### src/rtl/tohost_monitor.sv
// End-of-test monitor for the riscv-tests flow: snoops the core's store port for
// the tohost verdict, and also flags a cycle-budget timeout or a stuck PC.
module tohost_monitor #(
   parameter logic [31:0] TOHOST_ADDR = 32'h0000_1000,
   parameter int unsigned TIMEOUT     = 5000,
   parameter int unsigned STALL_LIMIT = 64
) (
   input  logic        clk,
   input  logic        rst,
   input  logic        mem_we,
   input  logic [31:0] mem_addr,
   input  logic [31:0] mem_wdata,
   input  logic [31:0] pc,
   output logic        done,
   output logic        pass,
   output logic        fail,
   output logic        timeout,
   output logic        hung,
   output logic [30:0] test_num,
   output logic [31:0] tohost_value,
   output logic [31:0] cycles
);

   localparam int unsigned SW = (STALL_LIMIT > 0) ? $clog2(STALL_LIMIT + 1) : 1;
   localparam logic [SW-1:0] STALL_MAX = SW'(STALL_LIMIT);
   localparam logic [31:0] TIMEOUT_M1 = (TIMEOUT == 0) ? 32'd0 : 32'(TIMEOUT - 1);

   typedef enum logic [2:0] {
      ST_RUN,
      ST_PASS,
      ST_FAIL,
      ST_TIMEOUT,
      ST_HUNG
   } state_t;

   state_t        state, state_nxt;
   logic [31:0]   cycles_nxt;
   logic [31:0]   tohost_nxt;
   logic [30:0]   test_num_nxt;
   logic [31:0]   pc_q;
   logic          pc_vld;
   logic [SW-1:0] stall_cnt, stall_nxt;
   logic          tohost_wr, verdict_wr;
   logic          timeout_hit, hung_hit;
   logic [31:0]   cycles_inc;

   assign tohost_wr  = mem_we && (mem_addr == TOHOST_ADDR);
   assign verdict_wr = tohost_wr && mem_wdata[0];
   assign cycles_inc = (cycles == 32'hFFFF_FFFF) ? cycles : cycles + 32'd1;

   // pc_vld masks the first edge after reset, when pc_q holds no real PC yet
   always_comb begin
      stall_nxt = '0;
      if (!tohost_wr && pc_vld && (pc == pc_q))
         stall_nxt = (stall_cnt == STALL_MAX) ? stall_cnt : stall_cnt + 1'b1;
   end

   assign timeout_hit = (TIMEOUT != 0) && (cycles == TIMEOUT_M1);
   assign hung_hit    = (STALL_LIMIT != 0) && (stall_nxt == STALL_MAX);

   // Verdict beats timeout beats hang; only the timeout edge itself is counted
   always_comb begin
      state_nxt    = state;
      cycles_nxt   = cycles;
      tohost_nxt   = tohost_value;
      test_num_nxt = test_num;
      if (state == ST_RUN) begin
         cycles_nxt = cycles_inc;
         if (verdict_wr) begin
            cycles_nxt = cycles;
            tohost_nxt = mem_wdata;
            if (mem_wdata == 32'd1) begin
               state_nxt = ST_PASS;
            end else begin
               state_nxt    = ST_FAIL;
               test_num_nxt = mem_wdata[31:1];
            end
         end else if (timeout_hit) begin
            state_nxt = ST_TIMEOUT;
         end else if (hung_hit) begin
            state_nxt  = ST_HUNG;
            cycles_nxt = cycles;
         end
      end
   end

   always_ff @(posedge clk or negedge rst) begin
      if (!rst) begin
         state        <= ST_RUN;
         cycles       <= '0;
         tohost_value <= '0;
         test_num     <= '0;
         pc_q         <= '0;
         pc_vld       <= 1'b0;
         stall_cnt    <= '0;
      end else begin
         state        <= state_nxt;
         cycles       <= cycles_nxt;
         tohost_value <= tohost_nxt;
         test_num     <= test_num_nxt;
         pc_q         <= pc;
         pc_vld       <= 1'b1;
         stall_cnt    <= stall_nxt;
      end
   end

   assign pass    = (state == ST_PASS);
   assign fail    = (state == ST_FAIL);
   assign timeout = (state == ST_TIMEOUT);
   assign hung    = (state == ST_HUNG);
   assign done    = (state != ST_RUN);

endmodule

### config.mk
export PLATFORM = sky130hd
export DESIGN_NAME = tohost_monitor
export DESIGN_NICKNAME = d
export VERILOG_FILES = /design/src/rtl/tohost_monitor.sv
export SDC_FILE = /design/constraint.sdc
export NUM_CORES = 1
export LEC_CHECK = 0
export BUFFER_PORTS_ARGS = -buffer_cell sky130_fd_sc_hd__buf_2
export CORE_MARGIN = 1.5
export CORE_UTILIZATION = 54
export DETAILED_ROUTE_END_ITERATION = 6
export PLACE_DENSITY = 0.85
export SKIP_CTS_REPAIR_TIMING = 1
export SYNTH_ARGS = -nofsm -noshare
export SYNTH_HDL_FRONTEND = slang
export SYNTH_SLANG_ARGS = --single-unit
### constraint.sdc
create_clock -name clk -period 4.37 [get_ports clk]
set_input_delay 0.6555 -clock clk [delete_from_list [all_inputs] [get_ports clk]]
set_output_delay 0.6555 -clock clk [all_outputs]
set_load 0.01 [all_outputs]
# Yosys cells after proc, flatten, opt, wreduce, memory -nomap -nowiden
# Index checks and enable logic that the tools add are counted.
# classes
bitwise_logic	2
muxes	9
n_addsub	2
eq_ne	12
n_reduce_logical	12
# op_table
op	n
$mux W32	3
$eq A32 B13 Y1 const B	2
$add A32 B1 Y32 const B	1
$eq A32 B1 Y1 const B	1
$eq A32 B32 Y1	1
$eq A32 B32 Y1 const B	1
$eq A7 B7 Y1 const B	2
$mux W7	2
$mux W3	3
$add A7 B1 Y7 const B	1
$eq A3 B2 Y1 const B	2
$reduce_and A3 Y1	2
$reduce_bool A3 Y1	2
$logic_and A1 B1 Y1	4
$reduce_and A2 Y1	2
$eq A3 B1 Y1 const B	1
$eq A3 B3 Y1 const B	1
$logic_not A3 Y1	1
$mux W2	1
$ne A2 B2 Y1 const B	1
$not A1 Y1	2
$logic_not A1 Y1	1
# totals
elab_cells	44
reg_bits	138
input_bits	99
out_inout_bits	100

# Longest topological paths before layout
# depth
ltp_word	10
mapped_depth	10

# Worst setup path before layout
# Ideal clock, no wire load.
# synth_timing
kind	input-to-reg
from	input port mem_addr[1]
to	register test_num[0]
n_path_buf	1
arrival_ns	2.554
required_ns	4.242
setup_time_ns	0.128
slack_ns	1.688
cell_stages	7
cell_sequence	nor4b_1 nand4_1 nor4_2 nand2_1 nor2_1 buf_4 mux2_1
# synth_between
elab_chain_len	4
# synth_rtl
element	line_no	text
from (decl)	11	input logic [31:0] mem_addr,
$eq A32 B13 Y1	47	assign tohost_wr = mem_we && (mem_addr == TOHOST_ADDR);
$logic_and A1 B1 Y1	47	
$logic_and A1 B1 Y1	48	assign verdict_wr = tohost_wr && mem_wdata[0];
$reduce_and A3 Y1 (no line)	n/a	
to (signal assigned)	100	test_num <= test_num_nxt;
to (decl)	19	output logic [30:0] test_num,
# Every way passes these cells.
# A chain may end at the register's enable or synchronous reset.

# Final worst setup path
# layout_timing
from	register pc_q[20]
to	register cycles[1]
# layout_between
elab_chain_len	6
# layout_rtl
element	line_no	text
from (decl)	40	logic [31:0] pc_q;
from (signal assigned)	101	pc_q <= pc;
$eq A32 B32 Y1	54	if (!tohost_wr && pc_vld && (pc == pc_q))
$logic_and A1 B1 Y1	54	
$mux W7	54	
$eq A7 B7 Y1	59	assign hung_hit = (STALL_LIMIT != 0) && (stall_nxt == STALL_MAX);
$ne A2 B2 Y1 (no line)	n/a	
$reduce_and A3 Y1 (no line)	n/a	
to (signal assigned)	98	cycles <= cycles_nxt;
to (decl)	21	output logic [31:0] cycles
# Every way passes these cells.

==> impl_results.md <==
- Total number of vias: 4725
- Mapped cell area: 0.00583 mm²
- Layout cells sized above 1: 0.328
- Worst-path clk slew: 0.06 ns
- #FFs+latches synth: 138
- HP Class: in2async
- Initial drt markers: 276
- Lkg Pwr: 3.69 nW
- Area of the multi-input gates: 0.00217 mm²
- Gr usage total: 0.265
- Post-Syn Instances: 532
- Clk buf depth: 2
- Initial Util: 0.559
- Post-layout min period: 3.07 ns
- Clock Tree Root: clkbuf_8
- Top cell type's share of synthesized area: 0.593
- Total core area: 0.0104 mm²
- Number of H-tree levels: 4
- Drt pass-1 iters: 4
- Ratio of final minimum period to clock period: 0.702
- Crit Path Category: reg2reg
- Reg-to-reg slack, setup: 1.30 ns
- Post-synth EDFFs: 0
- ANT nets after route: 0
- Max cap viols: 0
- Setup violations, final: 0
- Antenna cells: 0
- Synth-to-Final Area Change: 29.9%
- Setup_tns: 0 ns
- Site row count: 37
- Most frequent cells in the layout: buf_2 (197), dfrtp_1 (138), nand2_1 (98)
- FMAX: 326 MHz
- Final Hold Fails: 0
- Vias in the first global route: 4834
- Die boundary height: 107 µm
- Die footprint: 0.0114 mm²
- Max_slew headroom: 0.329
- Register area: 0.00345 mm²
- CTS tree: done
- Number of buffers created by CTS: 17
- Crit path max fanout: 31
- Clk_skew: 0.0101 ns
- Avg Synthesized Cell Area: 11.0 µm²
- Sequential area share after synthesis: 0.593
- Peak supply drop: 293 µV
- Crit path capture type: flop
- Synth area leader: dfrtp_1
- Top_reg_cell synth: dfrtp_1
- Crit path DAT: 3.46 ns
- Drt via density: 5.31
- Initial antenna violation count: 0
- Top area cells in the synthesized netlist: dfrtp_1 (59%), xor2_1 (8.1%), nand2_1 (6.3%)
- Worst-margin pin slew: 1.01 ns
- Finished Layout Cells: 889
- Mapped Nets: 634
- Synth warnings: 0
- Slew Viols, Final: 0
- GP Congestion: 0.865
- Largest net degree at the start of global routing: 114
- Commonest non-fill, non-tap cell in the layout: buf_2
- Final total power: 2.89 mW
- Placed cells: 857
- PortBufs: 198
- FILL cells: 751
- Clk sink count: 138
- Final Net Count: 842
- Io pins: 199
- Req. time, crit path: 4.76 ns
- Status: completed
- Ys async rst share: 1.00
- Total Routed Length: 14500 µm
- DRC: 0
- WL/cell: 16.3 µm
- Remaining global-route overflow: 0
- Cell variety after synth: 41
- Worst-Skew Late Latency: 0.52 ns
- Die Wd: 107 µm
- Post-DP HPWL: 10400 µm
- RSZ-0062 raised after global routing: false
- Pwr dens: 382 mW/mm²
- CP Launch Type: flop
- Global-route wire length before repair: 23200 µm
-- area by class of cell --
type,instances,share of cell area
Inverter,33,0.0164
Tap cell,136,0.0225
Clock inverter,14,0.0243
Multi-Input combinational cell,347,0.287
Sequential cell,138,0.456
Timing Repair Buffer,203,0.137
Clock buffer,18,0.0566
-- through the flow --
stage | area (µm²) | util | hold slack [ns] | setup slack (ns)
detailed placement | 6950 | 0.668 | 0.452 | 0.857
CTS | 7560 | 0.726 | 0.240 | 1.25
finish | 7560 | 0.726 | 0.260 | 1.30
floorplan | 5830 | - | 0.360 | 1.69
global placement | 6950 | 0.668 | 0.446 | 1.06
global route | 7560 | 0.726 | 0.237 | 1.12
-- synth_stat cells, types with 5 or more instances --
| cell type | n |
|---|---|
| nor3_1 | 22 |
| dfrtp_1 | 138 |
| nor4_1 | 33 |
| nor2_1 | 22 |
| nand4_1 | 11 |
| clkbuf_1 | 6 |
| xnor2_1 | 15 |
| mux2_2 | 5 |
| nand3_1 | 13 |
| nand2_1 | 98 |
| xor2_1 | 54 |
| inv_1 | 33 |
| nor3b_1 | 5 |
| o21ai_0 | 18 |
| mux2_1 | 13 |
-- power by group --
part | total [mW] | internal [mW] | leakage (nW) | switching, mW
Combinational | 0.113 | 0.0485 | 1.77 | 0.0641
Sequential | 1.30 | 1.29 | 1.63 | 0.00704
Clock | 1.47 | 0.898 | 0.294 | 0.575
Total | 2.89 | 2.24 | 3.69 | 0.646
-- layer usage --
| metal | wire length (µm) | up-vias | track usage |
|---|---|---|---|
| met2 | 7520 | 210 | 0.463 |
| met4 | 312 | 0 | 0.106 |
| li1 | - | 2210 | - |
| met5 | 0 | - | 0 |
| met1 | 5630 | 2281 | 0.313 |
| met3 | 1050 | 24 | 0.0681 |
-- logic make-up (layout without fill, tap and decap cells) --
| family | after synthesis | in the layout | share of synthesized area |
|---|---|---|---|
| AOI/OAI and AO/OA | 28 | 28 | 0.0305 |
| adders and majority gates | 3 | 3 | 0.00644 |
| and+or+nand+nor | 226 | 226 | 0.193 |
| buffers and inverters | 47 | 268 | 0.0350 |
| other | 1 | 1 | 0.000644 |
| muxes | 20 | 20 | 0.0382 |
| xor gates and xnor gates | 69 | 69 | 0.104 |
| DFF | 138 | 138 | 0.593 |
-- critical path: stages, from the launching register on --
cell and delay (ns):
dfrtp_1 0.37, xor2_1 0.16, nor4_1 0.38, nand4_1 0.29, a2111o_1 0.64, o21ai_4 0.70, mux2_1 0.39
-- final timing paths --
kind	startpoint	depth (start not counted)	endpoint
setup / recovery	pc_q[20]	6	cycles[1]
hold / removal	rst	1	cycles[12]
setup reg to reg	pc_q[20]	6	cycles[1]
hold reg to reg	tohost_value[19]	2	tohost_value[19]
max in group asynchronous	rst	2	tohost_value[1]
min in group clk	pc[11]	1	pc_q[11]
-- state kept, by name, summed over array words and instances, names as in the netlist --
| register | cells |
|---|---|
| stall_cnt | 7 |
| tohost_value | 32 |
| pc_q | 32 |
| test_num | 31 |
| cycles | 32 |
| pc_vld | 1 |
| state | 3 |
(Power assumes the default switching activity.)
